===== config.mk =====
export PLATFORM = sky130hd
export DESIGN_NAME = seg7_mux_driver
export DESIGN_NICKNAME = d
export VERILOG_FILES = /design/src/rtl/seg7_pkg.sv /design/src/rtl/scan_prescaler.sv /design/src/rtl/seg7_mux_driver.sv
export SDC_FILE = /design/constraint.sdc
export NUM_CORES = 1
export LEC_CHECK = 0
export BUFFER_PORTS_ARGS = -buffer_cell sky130_fd_sc_hd__buf_2
export CORE_MARGIN = 1
export CORE_UTILIZATION = 55
export DETAILED_ROUTE_END_ITERATION = 10
export GPL_TIMING_DRIVEN = 0
export PLACE_DENSITY = 0.78
export SLEW_MARGIN = 25
export SYNTH_ARGS = -nofsm -noshare
export SYNTH_HDL_FRONTEND = slang
export SYNTH_SLANG_ARGS = --single-unit

===== constraint.sdc =====
create_clock -name clk_in -period 2.5 [get_ports clk_in]
set_clock_uncertainty 0.15 [all_clocks]
set_input_delay 0.125 -clock clk_in [delete_from_list [all_inputs] [get_ports clk_in]]
set_output_delay 0.125 -clock clk_in [all_outputs]
set_load 0.05 [all_outputs]

===== src/rtl/seg7_pkg.sv =====
// Shared seven-segment definitions: hex glyph table, segment bit positions and the encoder.
package seg7_pkg;

  localparam int unsigned SEG_A_BIT  = 7;
  localparam int unsigned SEG_G_BIT  = 1;
  localparam int unsigned SEG_DP_BIT = 0;

  // Active-high sense: every segment dark.
  localparam logic [7:0] SEG_OFF = 8'h00;

  // Active-high {a,b,c,d,e,f,g}; element 15 written first.
  localparam logic [15:0][6:0] HEX_TABLE = {
    7'h47, 7'h4F, 7'h3D, 7'h4E, 7'h1F, 7'h77, 7'h7B, 7'h7F,
    7'h70, 7'h5F, 7'h5B, 7'h33, 7'h79, 7'h6D, 7'h30, 7'h7E
  };

  function automatic logic [7:0] seg7_encode(input logic [3:0] nibble, input logic dp,
                                             input logic active_low);
    logic [7:0] seg_ah;
    seg_ah = SEG_OFF;
    seg_ah[SEG_A_BIT -: 7] = HEX_TABLE[nibble];
    seg_ah[SEG_DP_BIT] = dp;
    return active_low ? ~seg_ah : seg_ah;
  endfunction

endpackage


===== src/rtl/scan_prescaler.sv =====
// Dwell timer and digit scanner: counts DIV cycles per digit and flags each completed frame.
module scan_prescaler #(
  parameter int unsigned DIV        = 10,
  parameter int unsigned NUM_DIGITS = 4,
  localparam int unsigned CntW = (DIV > 1) ? $clog2(DIV) : 1,
  localparam int unsigned IdxW = (NUM_DIGITS > 1) ? $clog2(NUM_DIGITS) : 1
) (
  input  logic            clk_in,
  input  logic            reset,
  output logic [CntW-1:0] cnt_o,
  output logic [IdxW-1:0] digit_idx_o,
  output logic            frame_tick_o
);

  logic [CntW-1:0] cnt_q, cnt_d;
  logic [IdxW-1:0] idx_q, idx_d;
  logic            tick_q, tick_d;

  always_comb begin
    cnt_d  = cnt_q + 1'b1;
    idx_d  = idx_q;
    tick_d = 1'b0;
    if (cnt_q == CntW'(DIV - 1)) begin
      cnt_d = '0;
      if (idx_q == IdxW'(NUM_DIGITS - 1)) begin
        idx_d  = '0;
        tick_d = 1'b1;
      end else begin
        idx_d = idx_q + 1'b1;
      end
    end
  end

  always_ff @(posedge clk_in or posedge reset) begin
    if (reset) begin
      cnt_q  <= '0;
      idx_q  <= '0;
      tick_q <= 1'b0;
    end else begin
      cnt_q  <= cnt_d;
      idx_q  <= idx_d;
      tick_q <= tick_d;
    end
  end

  assign cnt_o        = cnt_q;
  assign digit_idx_o  = idx_q;
  assign frame_tick_o = tick_q;

endmodule


===== src/rtl/seg7_mux_driver.sv =====
// Time-multiplexed hex display driver: shadowed digit data, leading-zero blanking and an
// all-anodes-off interval at the start of every dwell to suppress ghosting.
module seg7_mux_driver
  import seg7_pkg::*;
#(
  parameter int unsigned NUM_DIGITS     = 4,
  parameter int unsigned CLK_HZ         = 50_000_000,
  parameter int unsigned DIGIT_HZ       = 1000,
  parameter int unsigned BLANK_CYCLES   = 16,
  parameter bit          SEG_ACTIVE_LOW = 1'b1,
  parameter bit          AN_ACTIVE_LOW  = 1'b1,
  localparam int unsigned IdxW = (NUM_DIGITS > 1) ? $clog2(NUM_DIGITS) : 1
) (
  input  logic                    clk_in,
  input  logic                    reset,
  input  logic [4*NUM_DIGITS-1:0] value,
  input  logic [NUM_DIGITS-1:0]   dp_in,
  input  logic                    lzb_en,
  input  logic                    load,
  output logic [7:0]              seg_out,
  output logic [NUM_DIGITS-1:0]   an_out,
  output logic [IdxW-1:0]         digit_idx,
  output logic                    frame_tick
);

  localparam int unsigned Div  = CLK_HZ / DIGIT_HZ;
  localparam int unsigned CntW = (Div > 1) ? $clog2(Div) : 1;
  localparam logic [CntW-1:0]       BlankEnd = CntW'(BLANK_CYCLES);
  localparam logic [7:0]            SegIdle  = SEG_ACTIVE_LOW ? ~SEG_OFF : SEG_OFF;
  localparam logic [NUM_DIGITS-1:0] AnIdle   = {NUM_DIGITS{AN_ACTIVE_LOW}};

  if (Div < BLANK_CYCLES + 2) begin : gen_div_check
    $error("seg7_mux_driver: dwell too short for the blank interval");
  end

  logic [CntW-1:0]         cnt;
  logic [4*NUM_DIGITS-1:0] value_q;
  logic [NUM_DIGITS-1:0]   dp_q;
  logic                    lzb_q;
  logic [7:0]              seg_q, seg_d;
  logic [NUM_DIGITS-1:0]   an_q, an_d;

  scan_prescaler #(
    .DIV        (Div),
    .NUM_DIGITS (NUM_DIGITS)
  ) u_scan_prescaler (
    .clk_in       (clk_in),
    .reset        (reset),
    .cnt_o        (cnt),
    .digit_idx_o  (digit_idx),
    .frame_tick_o (frame_tick)
  );

  always_comb begin
    logic       zero_above;
    logic [3:0] nib;
    logic       dp;
    logic       blank;
    logic       in_blank;
    zero_above = 1'b1;
    nib        = '0;
    dp         = 1'b0;
    blank      = 1'b0;
    in_blank   = (cnt < BlankEnd);
    an_d       = AnIdle;
    // Walk from the most significant digit so zero_above covers nibbles i..NUM_DIGITS-1.
    for (int i = NUM_DIGITS - 1; i >= 0; i--) begin
      zero_above = zero_above & (value_q[4*i +: 4] == 4'h0);
      if (digit_idx == IdxW'(i)) begin
        nib   = value_q[4*i +: 4];
        dp    = dp_q[i];
        blank = lzb_q && (i != 0) && zero_above;
      end
      an_d[i] = AN_ACTIVE_LOW ^ ((digit_idx == IdxW'(i)) && !in_blank);
    end
    seg_d = seg7_encode(nib, dp, SEG_ACTIVE_LOW);
    if (blank) begin
      seg_d[SEG_A_BIT:SEG_G_BIT] = SEG_ACTIVE_LOW ? 7'h7F : 7'h00;
    end
  end

  always_ff @(posedge clk_in or posedge reset) begin
    if (reset) begin
      value_q <= '0;
      dp_q    <= '0;
      lzb_q   <= 1'b0;
      seg_q   <= SegIdle;
      an_q    <= AnIdle;
    end else begin
      if (load) begin
        value_q <= value;
        dp_q    <= dp_in;
        lzb_q   <= lzb_en;
      end
      seg_q <= seg_d;
      an_q  <= an_d;
    end
  end

  assign seg_out = seg_q;
  assign an_out  = an_q;

endmodule

==> results of run 1 <==
## Yosys cell counts, types with 4 or more instances
| cell | n | area, um^2 |
|---|---|---|
| nand3_1 | 13 | 65.06 |
| a21oi_1 | 4 | 20.02 |
| nand2b_1 | 4 | 25.02 |
| xor2_1 | 9 | 78.83 |
| inv_1 | 8 | 30.03 |
| ha_1 | 11 | 137.6 |
| and3_1 | 5 | 31.28 |
| dfrtp_1 | 40 | 1001 |
| mux2_2 | 19 | 214.0 |
| xnor2_1 | 5 | 43.79 |
| dfstp_2 | 12 | 315.3 |
| mux2i_1 | 6 | 60.06 |
| o21ai_0 | 6 | 30.03 |
| nand2_1 | 17 | 63.81 |
| nor2_1 | 16 | 60.06 |
## cell families after synthesis
group | count (synthesis) | share of synthesized area
buffers and inverters | 15 | 0.03377
muxes | 26 | 0.1116
DFF | 52 | 0.5149
and+or+nand+nor | 78 | 0.1586
AOI/OAI and AO/OA | 27 | 0.07931
adders and majority gates | 11 | 0.05384
xor gates and xnor gates | 14 | 0.04797
## stage by stage
step / total power, mW / worst slack, ps / instances / setup TNS [ps] / utilization
5_1_grt: 1.828 / -27.96 / 347 / -27.96 / 0.7330
3_5_place_dp: 1.219 / -26.93 / 313 / -26.93 / 0.6397
4_1_cts: 1.733 / 22.89 / 345 / 0 / 0.7160
2_1_floorplan: 1.150 / 10.20 / 223 / 0 / -
3_3_place_gp: 1.212 / 22.95 / 313 / 0 / 0.6392
6_report: 1.749 / 124.5 / 347 / 0 / 0.7330
## worst register-to-register path: cells and delay by family (launching register included)
kind            cells  cell delay [ps]
buf+inv             3              350
simple gates        4              480
fa+ha+maj           2              510
compound gates      2              410
flops               1              420
## cell usage in the layout, fill, tap and decap left out, types with 2 or more instances in the layout
master	n
a211o_1	2
a21oi_1	3
a32oi_4	2
and3_1	5
buf_2	39
buf_4	4
buf_6	3
clkbuf_1	4
clkbuf_8	7
dfrtp_1	38
dfrtp_2	2
dfstp_2	12
dlygate4sd3_1	22
ha_1	7
ha_4	3
inv_1	5
inv_2	2
mux2_2	19
mux2i_1	6
nand2_1	17
nand2b_1	4
nand3_1	12
nand3b_1	3
nand4_1	3
nor2_1	15
nor2_2	2
nor2b_1	3
nor3_1	2
nor4_1	3
o21ai_0	6
o21ai_1	2
o221ai_1	2
xnor2_1	5
xor2_1	9
## power by group through the flow
stage	Sequential [mW]	Clock [mW]	Combinational (mW)
2_1_floorplan	1.02	0	0.130
3_3_place_gp	0.951	0	0.261
3_5_place_dp	0.952	0	0.267
4_1_cts	0.936	0.497	0.300
5_1_grt	0.943	0.539	0.346
6_report	0.937	0.491	0.320
## worst paths after layout
path / from / end / slack (ps)
max: u_scan_prescaler.digit_idx_o[0] / seg_out[4] / 120
min: load / value_q[1] / 20
max reg2reg: u_scan_prescaler.digit_idx_o[0] / seg_out[4] / 120
min reg2reg: dp_q[0] / seg_out[0] / 300
max in group asynchronous: reset / u_scan_prescaler.digit_idx_o[1] / 1450
min in group asynchronous: reset / value_q[5] / 300
## repair_timing
item,CTS,global route
gates resized for setup,2,12
hold buffers,22,0
setup buffers,2,2
hold endpoints to repair,61,0
setup endpoints to repair,1,5
pin swaps,1,3
## registers in the layout (all words and copies together), names as in the netlist
signal,count
value_q,16
dp_q,4
seg_out,8
lzb_q,1
u_scan_prescaler.digit_idx_o,2
u_scan_prescaler.frame_tick_o,1
u_scan_prescaler.cnt_o,16
an_out,4
## area by class of cell
| cell class | count | area [um^2] |
|---|---|---|
| well taps | 52 | 65.06 |
| multi-input cells | 156 | 1229 |
| flip-flops and latches | 52 | 1319 |
| fillers | 284 | 1179 |
| inverters | 8 | 32.53 |
| repair buffers | 64 | 444.2 |
| plain buffers | 7 | 56.30 |
| clock buffers | 8 | 90.09 |
## per-layer routing
layer / routed length (um) / GRT usage
met5: 0 / 0
met1: 2431 / 0.3078
met3: 254 / 0.05051
met4: 63 / 0.08000
met2: 2539 / 0.3771
==> impl_metrics.json, run 1 <==
{
  "ys_types": 49,
  "r2r_cells": 11,
  "drtPass1Iterations": 4,
  "ant_nets": 0,
  "cp_top_family": "adder cells",
  "hold_path.class": "primary input to flop",
  "antennaDiodeCount": 0,
  "drtIter0Drc": 115,
  "grt_pass1_vias": 1929,
  "drt-wirelength-per-cell_um": 15.24,
  "drt_wl_total_um": 5288,
  "vias_per_cell": 5.594,
  "clk-insertion-delay-late_ps": 310,
  "p_comb_frac": 0.183,
  "switching_share": 0.2740,
  "track_usage": 0.2317,
  "min_period_ps": 2375,
  "period_share": 0.9502,
  "min_path_cells": 2,
  "syn-cell-area_um2": 2556,
  "grt_pass1_wl_um": 8880,
  "critPathArrivalTime_ps": 2460,
  "avgSynthCellArea_um2": 11.46,
  "slew-limit-headroom": 0.5884,
  "clock_path_buffers": 2,
  "coreArea_um2": 4414,
  "required_ps": 2590,
  "path_depth": 11,
  "slowest_stage": "dfrtp_2",
  "route.vias.total": 1941,
  "cts-buffers-inserted": 5,
  "path_clk_slew_ps": 90,
  "p_int_mw": 1.269,
  "die_w_um": 70.18,
  "cts_tree": "built",
  "p_leak_nw": 1.462,
  "placed_area_um2": 2824,
  "drive_gt1_frac": 0.3525,
  "synth_warnings": 0,
  "dp_hpwl_um": 3370,
  "die_h_um": 70.18,
  "cap_violations": 0,
  "worstMarginPinSlew_ps": 617.3,
  "die_area_um2": 4925,
  "setup-violations-final": 0,
  "ys_async_sr_fraction": 1.000,
  "num_io_pins": 39,
  "cp_max_fo": 10,
  "hold_slack_ps": 23.99,
  "grt.overflow.total": 0,
  "cp-end-kind": "flop",
  "synth-main-ff-cell": "dfrtp_1",
  "start_kind": "flop",
  "gp_congestion": 0.8043,
  "cts_sinks": 52,
  "p_per_area_nw_per_um2": 540.4,
  "yosysSeqAreaShare": 0.5149,
  "fmax_mhz": 421.0,
  "max_stage_delay_ps": 420,
  "initial_core_util": 0.5791,
  "io_buffers": 38,
  "seqPwrFrac": 0.536,
  "cts_root_buf": "clkbuf_8",
  "fin_nets": 329,
  "status": "complete, no violations",
  "grt_max_degree": 53,
  "finalHoldViolCount": 0,
  "synthesis.nets": 258,
  "drc": 0,
  "cp_num_buf_inv": 3,
  "stdcell_area_um2": 3236,
  "cts_htree_levels": 2,
  "path_cells": "inv_1, ha_1, buf_6, nor2_2, nand3_2, a32oi_4, inv_2, ha_4, nand3_1, and3_1, o21ai_1",
  "synthCells": 223,
  "antenna_found_initial": 0,
  "area_delta_synth_final_pct": 26.58,
  "clock_power_share": 0.281,
  "p_switching_mw": 0.4792,
  "synth_edf_count": 0,
  "fp-row-count": 24,
  "worstSetupPathType": "flop to flop",
  "ys_ff_latch": 52,
  "drv_slew": 0,
  "peakVddDrop_mv": 0.3809
}
(Power assumes the default switching activity.)
==> inputs of run 2 (changes only) <==
CORE_UTILIZATION = 51   (was 55)
PLACE_DENSITY = 0.76   (was 0.78)
clock period = 2 ns   (was 2.5 ns; I/O delays follow)
==> impl_metrics.json, run 2 (synthesis gave the netlist of run 1 again) <==
{
  "finalHoldViolCount": 0,
  "clock_path_buffers": 2,
  "period_share": 1.119,
  "slowest_stage": "dfrtp_2",
  "p_leak_nw": 1.618,
  "critPathArrivalTime_ps": 2310,
  "cp-end-kind": "flop",
  "vias_per_cell": 5.273,
  "clk-insertion-delay-late_ps": 300,
  "most-common-layout-cells": "dfrtp_1, buf_2, dlygate4sd3_1, mux2_2, buf_4",
  "fin_cells": 384,
  "status": "complete, but fails checks",
  "rsz0062_at_grt": "true",
  "area_delta_synth_final_pct": 41.16,
  "cp_top_family": "buffers and inverters",
  "r2r_cells": 11,
  "cts-buffers-inserted": 5,
  "cp_num_buf_inv": 5,
  "rrSetupSlack_ps": -240,
  "grt_max_degree": 31,
  "register_area_um2": 1319,
  "slew-limit-headroom": 0.6418,
  "ant_nets": 0,
  "gp_congestion": 0.8185,
  "cts_root_buf": "clkbuf_8",
  "cts_tree": "built",
  "path_clk_slew_ps": 90,
  "worstSetupPathType": "flop to flop",
  "drt_wl_total_um": 5868,
  "dp_hpwl_um": 3569,
  "hold_path.class": "primary input to async pin",
  "drtPass1Iterations": 4,
  "die_area_um2": 5299,
  "antennaDiodeCount": 0,
  "fillerInstances": 313,
  "cp_max_fo": 6,
  "place_inst": 329,
  "finalSetupTns_ps": -1326,
  "grt_pass1_wl_um": 9363,
  "coreArea_um2": 4786,
  "r2r_start": "u_scan_prescaler.digit_idx_o[1]",
  "setup-violations-final": 7,
  "drt-wirelength-per-cell_um": 15.28,
  "drc": 0,
  "violations": "negative setup slack",
  "antenna_found_initial": 0,
  "peakVddDrop_mv": 0.4216,
  "die_h_um": 72.80,
  "drv_slew": 0,
  "rr_endpoint": "seg_out[1]",
  "die_w_um": 72.80,
  "min_period_ps": 2237,
  "route.vias.total": 2025,
  "required_ps": 2070,
  "fin_nets": 351,
  "cts_htree_levels": 2,
  "setup_ws_ps": -237.5,
  "multi_input_area_um2": 1369,
  "start_kind": "flop",
  "max_stage_delay_ps": 430,
  "path_cells": "inv_4, ha_4, buf_8, nand3b_1, a32oi_4, inv_2, buf_4, buf_6, ha_2, mux2i_1, o22ai_1",
  "num_io_pins": 39,
  "fmax_mhz": 446.9,
  "cap_violations": 0,
  "initial_core_util": 0.5341,
  "fp-row-count": 25,
  "drtIter0Drc": 171,
  "worstMarginPinSlew_ps": 537.4,
  "io_buffers": 38,
  "track_usage": 0.2360,
  "grt.overflow.total": 0,
  "p_per_area_nw_per_um2": 607.8,
  "drive_gt1_frac": 0.4385,
  "cts_sinks": 52,
  "grt_pass1_vias": 2058
}
==> run 2: stage by stage <==
stage / util / hold slack [ps] / instance area (um^2) / power, mW / setup WS [ps]
global placement: 0.6078 / 163.6 / 2909 / 1.523 / -330.3
global route: 0.7540 / 258.9 / 3608 / 2.289 / -312.6
CTS: 0.7278 / 221.2 / 3483 / 2.175 / -212.2
floorplan: - / 70.95 / 2635 / 1.445 / -321.4
detailed placement: 0.6120 / 2.563 / 2929 / 1.536 / -341.4
finish: 0.7540 / 213.9 / 3608 / 2.193 / -237.5
==> run 2: worst max-delay path by stage <==
stage / start / endpoint / cells after the start
2_1_floorplan: u_scan_prescaler.digit_idx_o[0] / seg_out[4] / 11
3_3_place_gp: u_scan_prescaler.digit_idx_o[0] / seg_out[4] / 10
3_5_place_dp: u_scan_prescaler.digit_idx_o[0] / seg_out[4] / 10
4_1_cts: u_scan_prescaler.digit_idx_o[0] / seg_out[4] / 11
5_1_grt: u_scan_prescaler.digit_idx_o[1] / seg_out[4] / 10
6_report: u_scan_prescaler.digit_idx_o[1] / seg_out[1] / 11
==> run 2: layout make-up <==
class                           count  area share
Buffer                              7     0.02254
Clock buffer                        7     0.02115
Clock inverter                      1    0.001040
Inverter                            8    0.009709
Multi-Input combinational cell    156      0.3793
Sequential cell                    52      0.3655
Tap cell                           67     0.02323
Timing Repair Buffer               86      0.1775
==> run 2: what timing repair did <==
action,in CTS,in global routing
setup buffers,15,6
pin swaps,11,9
endpoints found under the setup margin,7,18
gates resized for setup,21,20
cloned,1,0
endpoints found under the hold margin,36,0
hold buffers,25,0
==> run 2: worst min-delay path: cells and delay by family <==
family                 cells  cell delay [ps]
buffers and inverters      3             1020
==> run 2: report_power, final <==
group	total, mW	switching [mW]	leakage [nW]	internal (mW)
clock	0.563	0.319	0.0399	0.244
combinational	0.454	0.246	0.959	0.208
sequential	1.18	0.0412	0.620	1.13
==> run 2: layer usage <==
metal,global-route usage,share of wire,vias to the layer above
met2,0.4071,0.51,54
met3,0.05249,0.037,11
li1,-,-,974
met5,0,0,-
met1,0.2832,0.44,986
met4,0.1046,0.016,0
